## src/rtl/c_result_writer_pkg.sv

```systemverilog
// Shared types and default geometry for the C-tile result writer.
package c_result_writer_pkg;

    localparam int DWIDTH_DEF = 8;
    localparam int MMS_DEF    = 8;
    localparam int AWIDTH_DEF = 10;

    typedef enum logic [1:0] {
        ST_IDLE  = 2'd0,
        ST_ARMED = 2'd1,
        ST_WRITE = 2'd2,
        ST_DONE  = 2'd3
    } wr_state_e;

    function automatic logic is_busy(wr_state_e s);
        return (s == ST_ARMED) || (s == ST_WRITE);
    endfunction

endpackage

```

## src/rtl/c_result_writer_if.sv

```systemverilog
// Producer/BRAM-side bundle of the result writer; master drives tile config and columns.
interface c_result_writer_if
    import c_result_writer_pkg::*;
#(
    parameter int DWIDTH       = DWIDTH_DEF,
    parameter int MAT_MUL_SIZE = MMS_DEF,
    parameter int AWIDTH       = AWIDTH_DEF,
    parameter int CWIDTH       = $clog2(MAT_MUL_SIZE) + 1
) ();

    logic                           start;
    logic [AWIDTH-1:0]              c_addr_base;
    logic [AWIDTH-1:0]              c_addr_stride;
    logic [CWIDTH-1:0]              valid_rows;
    logic [CWIDTH-1:0]              valid_cols;
    logic                           matmul_op_in_progress;
    logic                           c_data_available;
    logic [MAT_MUL_SIZE*DWIDTH-1:0] c_data_in;

    logic [AWIDTH-1:0]              bram_addr_c;
    logic [MAT_MUL_SIZE*DWIDTH-1:0] bram_wdata_c;
    logic [MAT_MUL_SIZE-1:0]        bram_we_c;
    logic                           busy;
    logic                           done_write;
    logic                           err_unexpected;

    modport master (
        output start, c_addr_base, c_addr_stride, valid_rows, valid_cols,
               matmul_op_in_progress, c_data_available, c_data_in,
        input  bram_addr_c, bram_wdata_c, bram_we_c, busy, done_write, err_unexpected
    );

    modport slave (
        input  start, c_addr_base, c_addr_stride, valid_rows, valid_cols,
               matmul_op_in_progress, c_data_available, c_data_in,
        output bram_addr_c, bram_wdata_c, bram_we_c, busy, done_write, err_unexpected
    );

endinterface

```

## src/rtl/c_result_writer.sv

```systemverilog
// Writes one MMS-column C tile into BRAM; each accepted column appears on the port 1 cycle later.
// No backpressure: a column is taken whenever c_data_available is high while armed/writing.
module c_result_writer
    import c_result_writer_pkg::*;
#(
    parameter int DWIDTH       = DWIDTH_DEF,
    parameter int MAT_MUL_SIZE = MMS_DEF,
    parameter int AWIDTH       = AWIDTH_DEF,
    parameter int CWIDTH       = $clog2(MAT_MUL_SIZE) + 1
) (
    input  logic              clk,
    input  logic              reset,
    c_result_writer_if.slave  bus
);

    localparam int WWIDTH = MAT_MUL_SIZE * DWIDTH;

    wr_state_e               state_q, state_d;
    logic [CWIDTH-1:0]       col_q, col_d;
    logic [AWIDTH-1:0]       addr_acc_q, addr_acc_d;
    logic [AWIDTH-1:0]       stride_q, stride_d;
    logic [CWIDTH-1:0]       rows_q, rows_d;
    logic [CWIDTH-1:0]       cols_q, cols_d;
    logic                    err_q, err_d;
    logic                    done_q, done_d;
    logic [AWIDTH-1:0]       addr_out_q, addr_out_d;
    logic [WWIDTH-1:0]       wdata_q, wdata_d;
    logic [MAT_MUL_SIZE-1:0] we_q, we_d;
    logic                    col_in_range;

    always_comb begin
        state_d      = state_q;
        col_d        = col_q;
        addr_acc_d   = addr_acc_q;
        stride_d     = stride_q;
        rows_d       = rows_q;
        cols_d       = cols_q;
        err_d        = err_q;
        addr_out_d   = addr_out_q;
        wdata_d      = wdata_q;
        we_d         = '0;
        // completion is flagged the cycle after the last write is on the port
        done_d       = (state_q == ST_DONE);
        col_in_range = (col_q < cols_q);

        case (state_q)
            ST_IDLE: begin
                if (bus.start) begin
                    state_d    = ST_ARMED;
                    col_d      = '0;
                    addr_acc_d = bus.c_addr_base;
                    stride_d   = bus.c_addr_stride;
                    rows_d     = bus.valid_rows;
                    cols_d     = bus.valid_cols;
                    err_d      = 1'b0;
                end else if (bus.c_data_available) begin
                    err_d = 1'b1;
                end
            end
            ST_ARMED, ST_WRITE: begin
                if (!bus.matmul_op_in_progress) begin
                    state_d = ST_IDLE;
                end else if (bus.c_data_available) begin
                    addr_out_d = addr_acc_q;
                    wdata_d    = bus.c_data_in;
                    for (int r = 0; r < MAT_MUL_SIZE; r++) begin
                        we_d[r] = (CWIDTH'(r) < rows_q) && col_in_range;
                    end
                    // running base + col*stride, wrapping at the address width
                    addr_acc_d = addr_acc_q + stride_q;
                    col_d      = col_q + CWIDTH'(1);
                    state_d    = (col_q == CWIDTH'(MAT_MUL_SIZE - 1)) ? ST_DONE : ST_WRITE;
                end
            end
            ST_DONE: begin
                state_d = ST_IDLE;
            end
            default: begin
                state_d = ST_IDLE;
            end
        endcase
    end

    always_ff @(posedge clk) begin
        if (reset) begin
            state_q    <= ST_IDLE;
            col_q      <= '0;
            addr_acc_q <= '0;
            stride_q   <= '0;
            rows_q     <= '0;
            cols_q     <= '0;
            err_q      <= 1'b0;
            done_q     <= 1'b0;
            addr_out_q <= '0;
            wdata_q    <= '0;
            we_q       <= '0;
        end else begin
            state_q    <= state_d;
            col_q      <= col_d;
            addr_acc_q <= addr_acc_d;
            stride_q   <= stride_d;
            rows_q     <= rows_d;
            cols_q     <= cols_d;
            err_q      <= err_d;
            done_q     <= done_d;
            addr_out_q <= addr_out_d;
            wdata_q    <= wdata_d;
            we_q       <= we_d;
        end
    end

    assign bus.bram_addr_c    = addr_out_q;
    assign bus.bram_wdata_c   = wdata_q;
    assign bus.bram_we_c      = we_q;
    assign bus.busy           = is_busy(state_q);
    assign bus.done_write     = done_q;
    assign bus.err_unexpected = err_q;

endmodule

```

## src/flat_wrapper.sv

```systemverilog
// flat-port wrapper written by rule: the top's interface ports become plain ports
module c_result_writer_flat import c_result_writer_pkg::*;
#(
    parameter int DWIDTH       = DWIDTH_DEF,
    parameter int MAT_MUL_SIZE = MMS_DEF,
    parameter int AWIDTH       = AWIDTH_DEF,
    parameter int CWIDTH       = $clog2(MAT_MUL_SIZE) + 1
)
  (clk, reset, bus_start, bus_c_addr_base, bus_c_addr_stride, bus_valid_rows, bus_valid_cols, bus_matmul_op_in_progress, bus_c_data_available, bus_c_data_in, bus_bram_addr_c, bus_bram_wdata_c, bus_bram_we_c, bus_busy, bus_done_write, bus_err_unexpected);
  c_result_writer_if #(.DWIDTH(DWIDTH), .MAT_MUL_SIZE(MAT_MUL_SIZE), .AWIDTH(AWIDTH), .CWIDTH(CWIDTH)) bus_i ();
  input  logic clk;
  input  logic reset;
  input wire logic [$bits(bus_i.start)-1:0] bus_start;
  input wire logic [$bits(bus_i.c_addr_base)-1:0] bus_c_addr_base;
  input wire logic [$bits(bus_i.c_addr_stride)-1:0] bus_c_addr_stride;
  input wire logic [$bits(bus_i.valid_rows)-1:0] bus_valid_rows;
  input wire logic [$bits(bus_i.valid_cols)-1:0] bus_valid_cols;
  input wire logic [$bits(bus_i.matmul_op_in_progress)-1:0] bus_matmul_op_in_progress;
  input wire logic [$bits(bus_i.c_data_available)-1:0] bus_c_data_available;
  input wire logic [$bits(bus_i.c_data_in)-1:0] bus_c_data_in;
  output wire logic [$bits(bus_i.bram_addr_c)-1:0] bus_bram_addr_c;
  output wire logic [$bits(bus_i.bram_wdata_c)-1:0] bus_bram_wdata_c;
  output wire logic [$bits(bus_i.bram_we_c)-1:0] bus_bram_we_c;
  output wire logic [$bits(bus_i.busy)-1:0] bus_busy;
  output wire logic [$bits(bus_i.done_write)-1:0] bus_done_write;
  output wire logic [$bits(bus_i.err_unexpected)-1:0] bus_err_unexpected;
  assign bus_i.start = bus_start;
  assign bus_i.c_addr_base = bus_c_addr_base;
  assign bus_i.c_addr_stride = bus_c_addr_stride;
  assign bus_i.valid_rows = bus_valid_rows;
  assign bus_i.valid_cols = bus_valid_cols;
  assign bus_i.matmul_op_in_progress = bus_matmul_op_in_progress;
  assign bus_i.c_data_available = bus_c_data_available;
  assign bus_i.c_data_in = bus_c_data_in;
  assign bus_bram_addr_c = bus_i.bram_addr_c;
  assign bus_bram_wdata_c = bus_i.bram_wdata_c;
  assign bus_bram_we_c = bus_i.bram_we_c;
  assign bus_busy = bus_i.busy;
  assign bus_done_write = bus_i.done_write;
  assign bus_err_unexpected = bus_i.err_unexpected;
  c_result_writer #(.DWIDTH(DWIDTH), .MAT_MUL_SIZE(MAT_MUL_SIZE), .AWIDTH(AWIDTH), .CWIDTH(CWIDTH)) u_core (.clk(clk), .reset(reset), .bus(bus_i));
endmodule
```

## config.mk

```make
export PLATFORM = sky130hd
export DESIGN_NAME = c_result_writer_flat
export DESIGN_NICKNAME = d
export VERILOG_FILES = /design/src/rtl/c_result_writer_pkg.sv /design/src/rtl/c_result_writer_if.sv /design/src/rtl/c_result_writer.sv /design/src/flat_wrapper.sv
export SDC_FILE = /design/constraint.sdc
export NUM_CORES = 1
export LEC_CHECK = 0
export ABC_CLOCK_PERIOD_IN_PS = 2100
export BUFFER_PORTS_ARGS = -buffer_cell sky130_fd_sc_hd__buf_4
export CAP_MARGIN = 20
export CORE_MARGIN = 2
export CORE_UTILIZATION = 44
export DETAILED_ROUTE_END_ITERATION = 8
export GPL_TIMING_DRIVEN = 0
export HOLD_SLACK_MARGIN = 0.1
export PLACE_DENSITY = 0.76
export SLEW_MARGIN = 20
export SYNTH_ARGS = -nofsm -noshare
export SYNTH_HDL_FRONTEND = slang
export SYNTH_SLANG_ARGS = --single-unit
```

## constraint.sdc

```tcl
create_clock -name clk -period 2.1 [get_ports clk]
set_clock_uncertainty 0.05 [all_clocks]
set_input_delay 0.21 -clock clk [delete_from_list [all_inputs] [get_ports clk]]
set_output_delay 0.21 -clock clk [all_outputs]
set_load 0.01 [all_outputs]
```

Word level (Yosys, flattened, before mapping)
Index checks and enable logic that the tools add are counted.
- add/sub/neg operators: 2
- multiply operators: 0
- divide/modulo/power cells: 0
- order comparisons: 9
- equality and inequality tests: 8
- shift operators: 0
- mux-type cells: 15
- bitwise logic cells: 3
- reduce and logical (&&, ||, !) cells: 19
- operators by type and width (cell ; count):
    $mux W10 ; 3
    $pmux W10 S2 ; 1
    $lt A3 B4 Y1 const A ; 4
    $mux W4 ; 3
    $add A10 B10 Y10 ; 1
    $logic_and A1 B1 Y1 ; 8
    $lt A1 B4 Y1 const A ; 2
    $lt A2 B4 Y1 const A ; 2
    $pmux W4 S2 ; 1
    $mux W2 ; 3
    $ne A2 B2 Y1 const B ; 3
    $pmux W2 S3 ; 1
    $reduce_and A2 Y1 ; 3
    $add A4 B1 Y4 const B ; 1
    $eq A2 B2 Y1 const B ; 2
    $eq A4 B3 Y1 const B ; 1
    $lt A4 B4 Y1 ; 1
    $reduce_and A4 Y1 ; 1
    $reduce_bool A2 Y1 ; 2
    $reduce_or A4 Y1 ; 1
    $mux W1 ; 3
    $ne A3 B3 Y1 const B ; 1
    $not A1 Y1 ; 3
    $reduce_and A3 Y1 ; 1
    other kinds (4) ; 4
- flip-flop bits (word level): 118
- bits in latches: 0
- bits in writable memories: 0
- memory bits (read-only): 0
- input port bits: 97
- output and inout bits: 85
- word-level logic and storage cells: 67
- memories: 0

Longest topological paths before layout
- word-level depth: 5
- depth in mapped cells: 9
- gate-level depth less buffers: 8

Least setup slack after synthesis
Ideal clock, no wire load.
- kind: flip-flop to flip-flop
- start point: register u_core.stride_q[0]
- end point: register u_core.addr_acc_q[8]
- setup time: 0.060 ns
- arrival time: 1.969 ns
- data required time: 1.990 ns
- slack: 0.022 ns
- cell stages (with the launch flop): 9
- buffers on the path: 0
- clock period less this slack: 2.078 ns
- path through: dfxtp_1 -> ha_1 -> fa_1 -> a21o_1 -> a21o_2 -> a21oi_1 -> o21ai_0 -> mux2i_1 -> o311a_1
- longest elaborated chain between the ends: 4
- ends and longest elaborated chain (element ; line ; text):
    start, declared ; c_result_writer.sv:21 ; logic [AWIDTH-1:0] stride_q, stride_d;
    start signal, assigned ; c_result_writer.sv:101 ; stride_q <= stride_d;
    $add A10 B10 Y10 ; c_result_writer.sv:70 ; addr_acc_d = addr_acc_q + stride_q;
    $mux W10 ; c_result_writer.sv:63 ; end else if (bus.c_data_available) begin
    $mux W10 ; c_result_writer.sv:61 ; if (!bus.matmul_op_in_progress) begin
    $pmux W10 S2 ; c_result_writer.sv:46 ; case (state_q)
    end signal, assigned ; c_result_writer.sv:100 ; addr_acc_q <= addr_acc_d;
    end, declared ; c_result_writer.sv:20 ; logic [AWIDTH-1:0] addr_acc_q, addr_acc_d;
Every way passes these cells. The select of a mux whose other input is x is not followed.
A chain may end at the register's enable or synchronous reset.

Final worst setup path
- start point: register u_core.addr_acc_q[0]
- end point: register u_core.addr_acc_q[4]
- longest elaborated chain between the ends: 4
- ends and longest elaborated chain (element ; line):
    $add A10 B10 Y10 ; c_result_writer.sv:70
    $mux W10 ; c_result_writer.sv:63
    $mux W10 ; c_result_writer.sv:61
    $pmux W10 S2 ; c_result_writer.sv:46
Every way passes these cells. The select of a mux whose other input is x is not followed.

==> flow_metrics.py <==
metrics = {
    "setup_path": {
        "cp_data_required_time_ns": 2.48,
        "worst-path-max-fanout": 3,
        "cp-start-kind": "register",
        "end_kind": "register",
        "r2r_slack_ns": 0.04,
        "ff2ff_path_depth": 8,
        "cp.arrival_ns": 2.44,
        "timing_worst_setup_path_type": "reg2reg",
    },
    "yosys": {
        "yosysSeqAreaShare_pct": 50.6,
        "synth.largest_area_cell": "dfxtp_1",
        "synthAdderAreaFrac_pct": 4.45,
        "synth_top_family_by_area": "simple AND/OR/NAND/NOR gates",
        "async_reset_ff_share_pct": 0,
        "ys_ff_latch": 118,
        "synth_compound_area_share_pct": 16.8,
        "yosysUniqueCellTypes": 39,
        "yosys.area_share.simple_pct": 21.4,
        "synth_top_area_share_pct": 50.6,
        "synthTopCellsByCount": "nand2_1, dfxtp_1, a21oi_1",
        "ys_warn_count": 0,
        "netlist_instances": 585,
        "mappedNetlistNets": 698,
        "synth-edff-count": 0,
        "synthFlopType": "dfxtp_1",
        "syn_avg_cell_area_sq_um": 7.98,
        "synth_area_leaders": "dfxtp_1, nand2_1, a21oi_1",
        "synth_area_sq_mm": 0.00467,
        "yosysMostFrequentCell": "nand2_1",
        "muxShareOfSynthArea_pct": 1.29,
        "synthXorXnorAreaFrac_pct": 1.50,
    },
    "pwr": {
        "power.density_mw_per_mm2": 847,
        "switching_share_pct": 27.1,
        "combPwrFrac_pct": 18.8,
        "p_sw_mw": 1.80,
        "p_int_mw": 4.85,
        "vdd_drop_max_mv": 0.662,
        "leakage_nw": 3.33,
        "p_clk_share_pct": 43.6,
        "p_seq_share_pct": 37.6,
    },
    "clock_network": {
        "cts_tree": "yes",
        "cts-htree-levels": 4,
        "cts_buffer_depth": 2,
        "clk-insertion-delay-late_ns": 0.53,
        "clk_pin_slew_ns": 0.06,
        "numCtsBuffers": 17,
        "clock_sinks": 118,
        "root_buffer": "clkbuf_8",
    },
    "global_route": {
        "grt_max_degree": 17,
        "antenna_found_initial": 0,
        "grt_pass1_wl_um": 25000,
        "overflow": 0,
        "grtUsageTotal_pct": 28.0,
        "grt_pass1_vias": 5392,
    },
    "final_layout": {
        "antenna_cells": 0,
        "nets": 993,
        "layout-drive-gt1-share_pct": 27.9,
        "fill_cells": 679,
        "syn2layout_area_growth_pct": 68.5,
    },
    "flow_run": {
        "drv_cap": 0,
    },
    "sta": {
        "max_slew_margin_pct": 59.3,
        "fin_hold_ws_ns": 0.134,
        "hold_viol_final": 0,
        "setup_viol": 0,
        "final.period_utilization_pct": 97.9,
        "slew_violations": 0,
        "fin_crit_ns": 2.06,
        "fmax_mhz": 487,
        "grt_setup_unrepaired": "true",
        "tns_ns": 0,
        "worst_slew_pin_slew_ns": 0.611,
    },
    "placed_design": {
        "finalWeightedCongestion": 0.911,
        "io_buffers": 181,
        "dpl.hpwl_um": 9920,
    },
    "outcome": {
        "status": "finished clean",
    },
    "die": {
        "core_sq_mm": 0.0103,
        "rows": 37,
        "die-area_sq_mm": 0.0114,
        "ios": 182,
        "die_w_um": 107,
        "die_h_um": 107,
        "initial_core_util_pct": 45.2,
    },
    "drt": {
        "finalWirelength_um": 16300,
        "wl_per_cell_um": 15.8,
        "ant_nets": 0,
        "via_per_inst": 5.16,
        "drt_first_pass_iters": 8,
        "vias": 5311,
        "drc_errors": 0,
        "first_iter_violations": 359,
    },
    "worst_hold_path": {
        "hold_path.class": "in2reg",
        "hold_path_depth": 5,
    },
}
[sequential cells by signal, summed over array words and instances (netlist names)]
register,flops
u_core.bus.err_unexpected,1
u_core.bus.bram_we_c,8
u_core.stride_q,10
u_core.col_q,4
u_core.bus.done_write,1
u_core.addr_acc_q,10
u_core.bus.bram_addr_c,10
u_core.rows_q,4
u_core.cols_q,4
u_core.bus.bram_wdata_c,64
u_core.state_q,2
[cell type report]
type	count	area (sq um)	area share (%)
Buffer	35	171	2.18
Clock buffer	21	449	5.71
Clock inverter	11	150	1.91
Inverter	12	45.0	0.573
Multi-Input combinational cell	419	2200	28.0
Sequential cell	118	2370	30.1
Tap cell	136	170	2.16
Timing Repair Buffer	277	2310	29.4
[cell families after synthesis]
family,Yosys count
AO/OA/AOI/OAI,140
XOR/XNOR,8
adder cells (fa/ha/maj),16
buffers and inverters,48
flip-flops,118
multiplexers,6
AND/OR/NAND/NOR,249
[per-stage QoR]
stage	cells	setup slack [ns]	cell area [sq um]	power (mW)	util [%]
after floorplan	585	0.0217	4670	3.11	-
after global placement	902	-0.240	6190	3.49	60.0
after detailed placement	902	-0.316	6190	3.53	60.0
after CTS	1026	-0.0162	7780	6.58	75.3
after global routing	1029	-0.0181	7860	6.92	76.2
final	1029	0.0445	7860	6.66	76.2
[final timing paths]
| check | from | to |
|---|---|---|
| min reg2reg | u_core.bus.bram_addr_c[5] | u_core.bus.bram_addr_c[5] |
| min | bus_matmul_op_in_progress | u_core.state_q[1] |
| max reg2reg | u_core.addr_acc_q[0] | u_core.addr_acc_q[4] |
| max | u_core.addr_acc_q[0] | u_core.addr_acc_q[4] |
[power by group through the flow]
stage | Combinational [mW] | Clock [mW] | Sequential, mW
3_5_place_dp | 1.00 | 0 | 2.53
6_report | 1.25 | 2.90 | 2.50
3_3_place_gp | 0.969 | 0 | 2.52
4_1_cts | 1.18 | 2.92 | 2.49
2_1_floorplan | 0.575 | 0 | 2.53
5_1_grt | 1.35 | 3.05 | 2.52
[worst max-delay path, cell delays in order, from the launching register on]
cell      delay (ns)
dfxtp_2         0.34
ha_4            0.17
fa_2            0.40
a21o_1          0.18
a21o_2          0.21
buf_4           0.14
xor2_1          0.13
mux2i_1         0.09
a211oi_1        0.25
[layer usage]
layer / up-vias / GRT usage [%] / part of all wire (%)
met5: - / 0 / 0
met4: 0 / 16.2 / 4.2
met3: 55 / 6.26 / 5.1
met2: 212 / 50.3 / 52
met1: 2503 / 30.2 / 39
li1: 2541 / - / -
[repair_timing]
action                                 CTS  global route
resized for setup                       20            29
endpoints found under the hold margin  101             0
setup endpoints to repair               69            67
hold buffers                            93             0
cloned                                   0             0
buffers inserted                         0             3
pin swaps                                2             8
[cells in the final DEF, fill, tap and decap left out, drive strengths merged, types with 2 or more instances in the layout]
cell	Yosys	routed
a221oi	2	2
nand2b	2	2
dlygate4sd3	0	93
clkinvlp	0	5
a21o	5	5
nand3	5	5
inv	12	12
nand2	199	199
clkbuf	31	48
a21oi	113	113
a211oi	8	8
clkinv	0	3
ha	15	15
and3	2	2
mux2i	6	6
nor2	21	21
xnor2	5	5
nor3	10	10
xor2	3	3
bufinv	0	3
buf	5	192
dfxtp	118	118
nor2b	3	3
nor4b	2	2
o21ai	6	6
No activity file was read; power rests on OpenSTA's default activity.
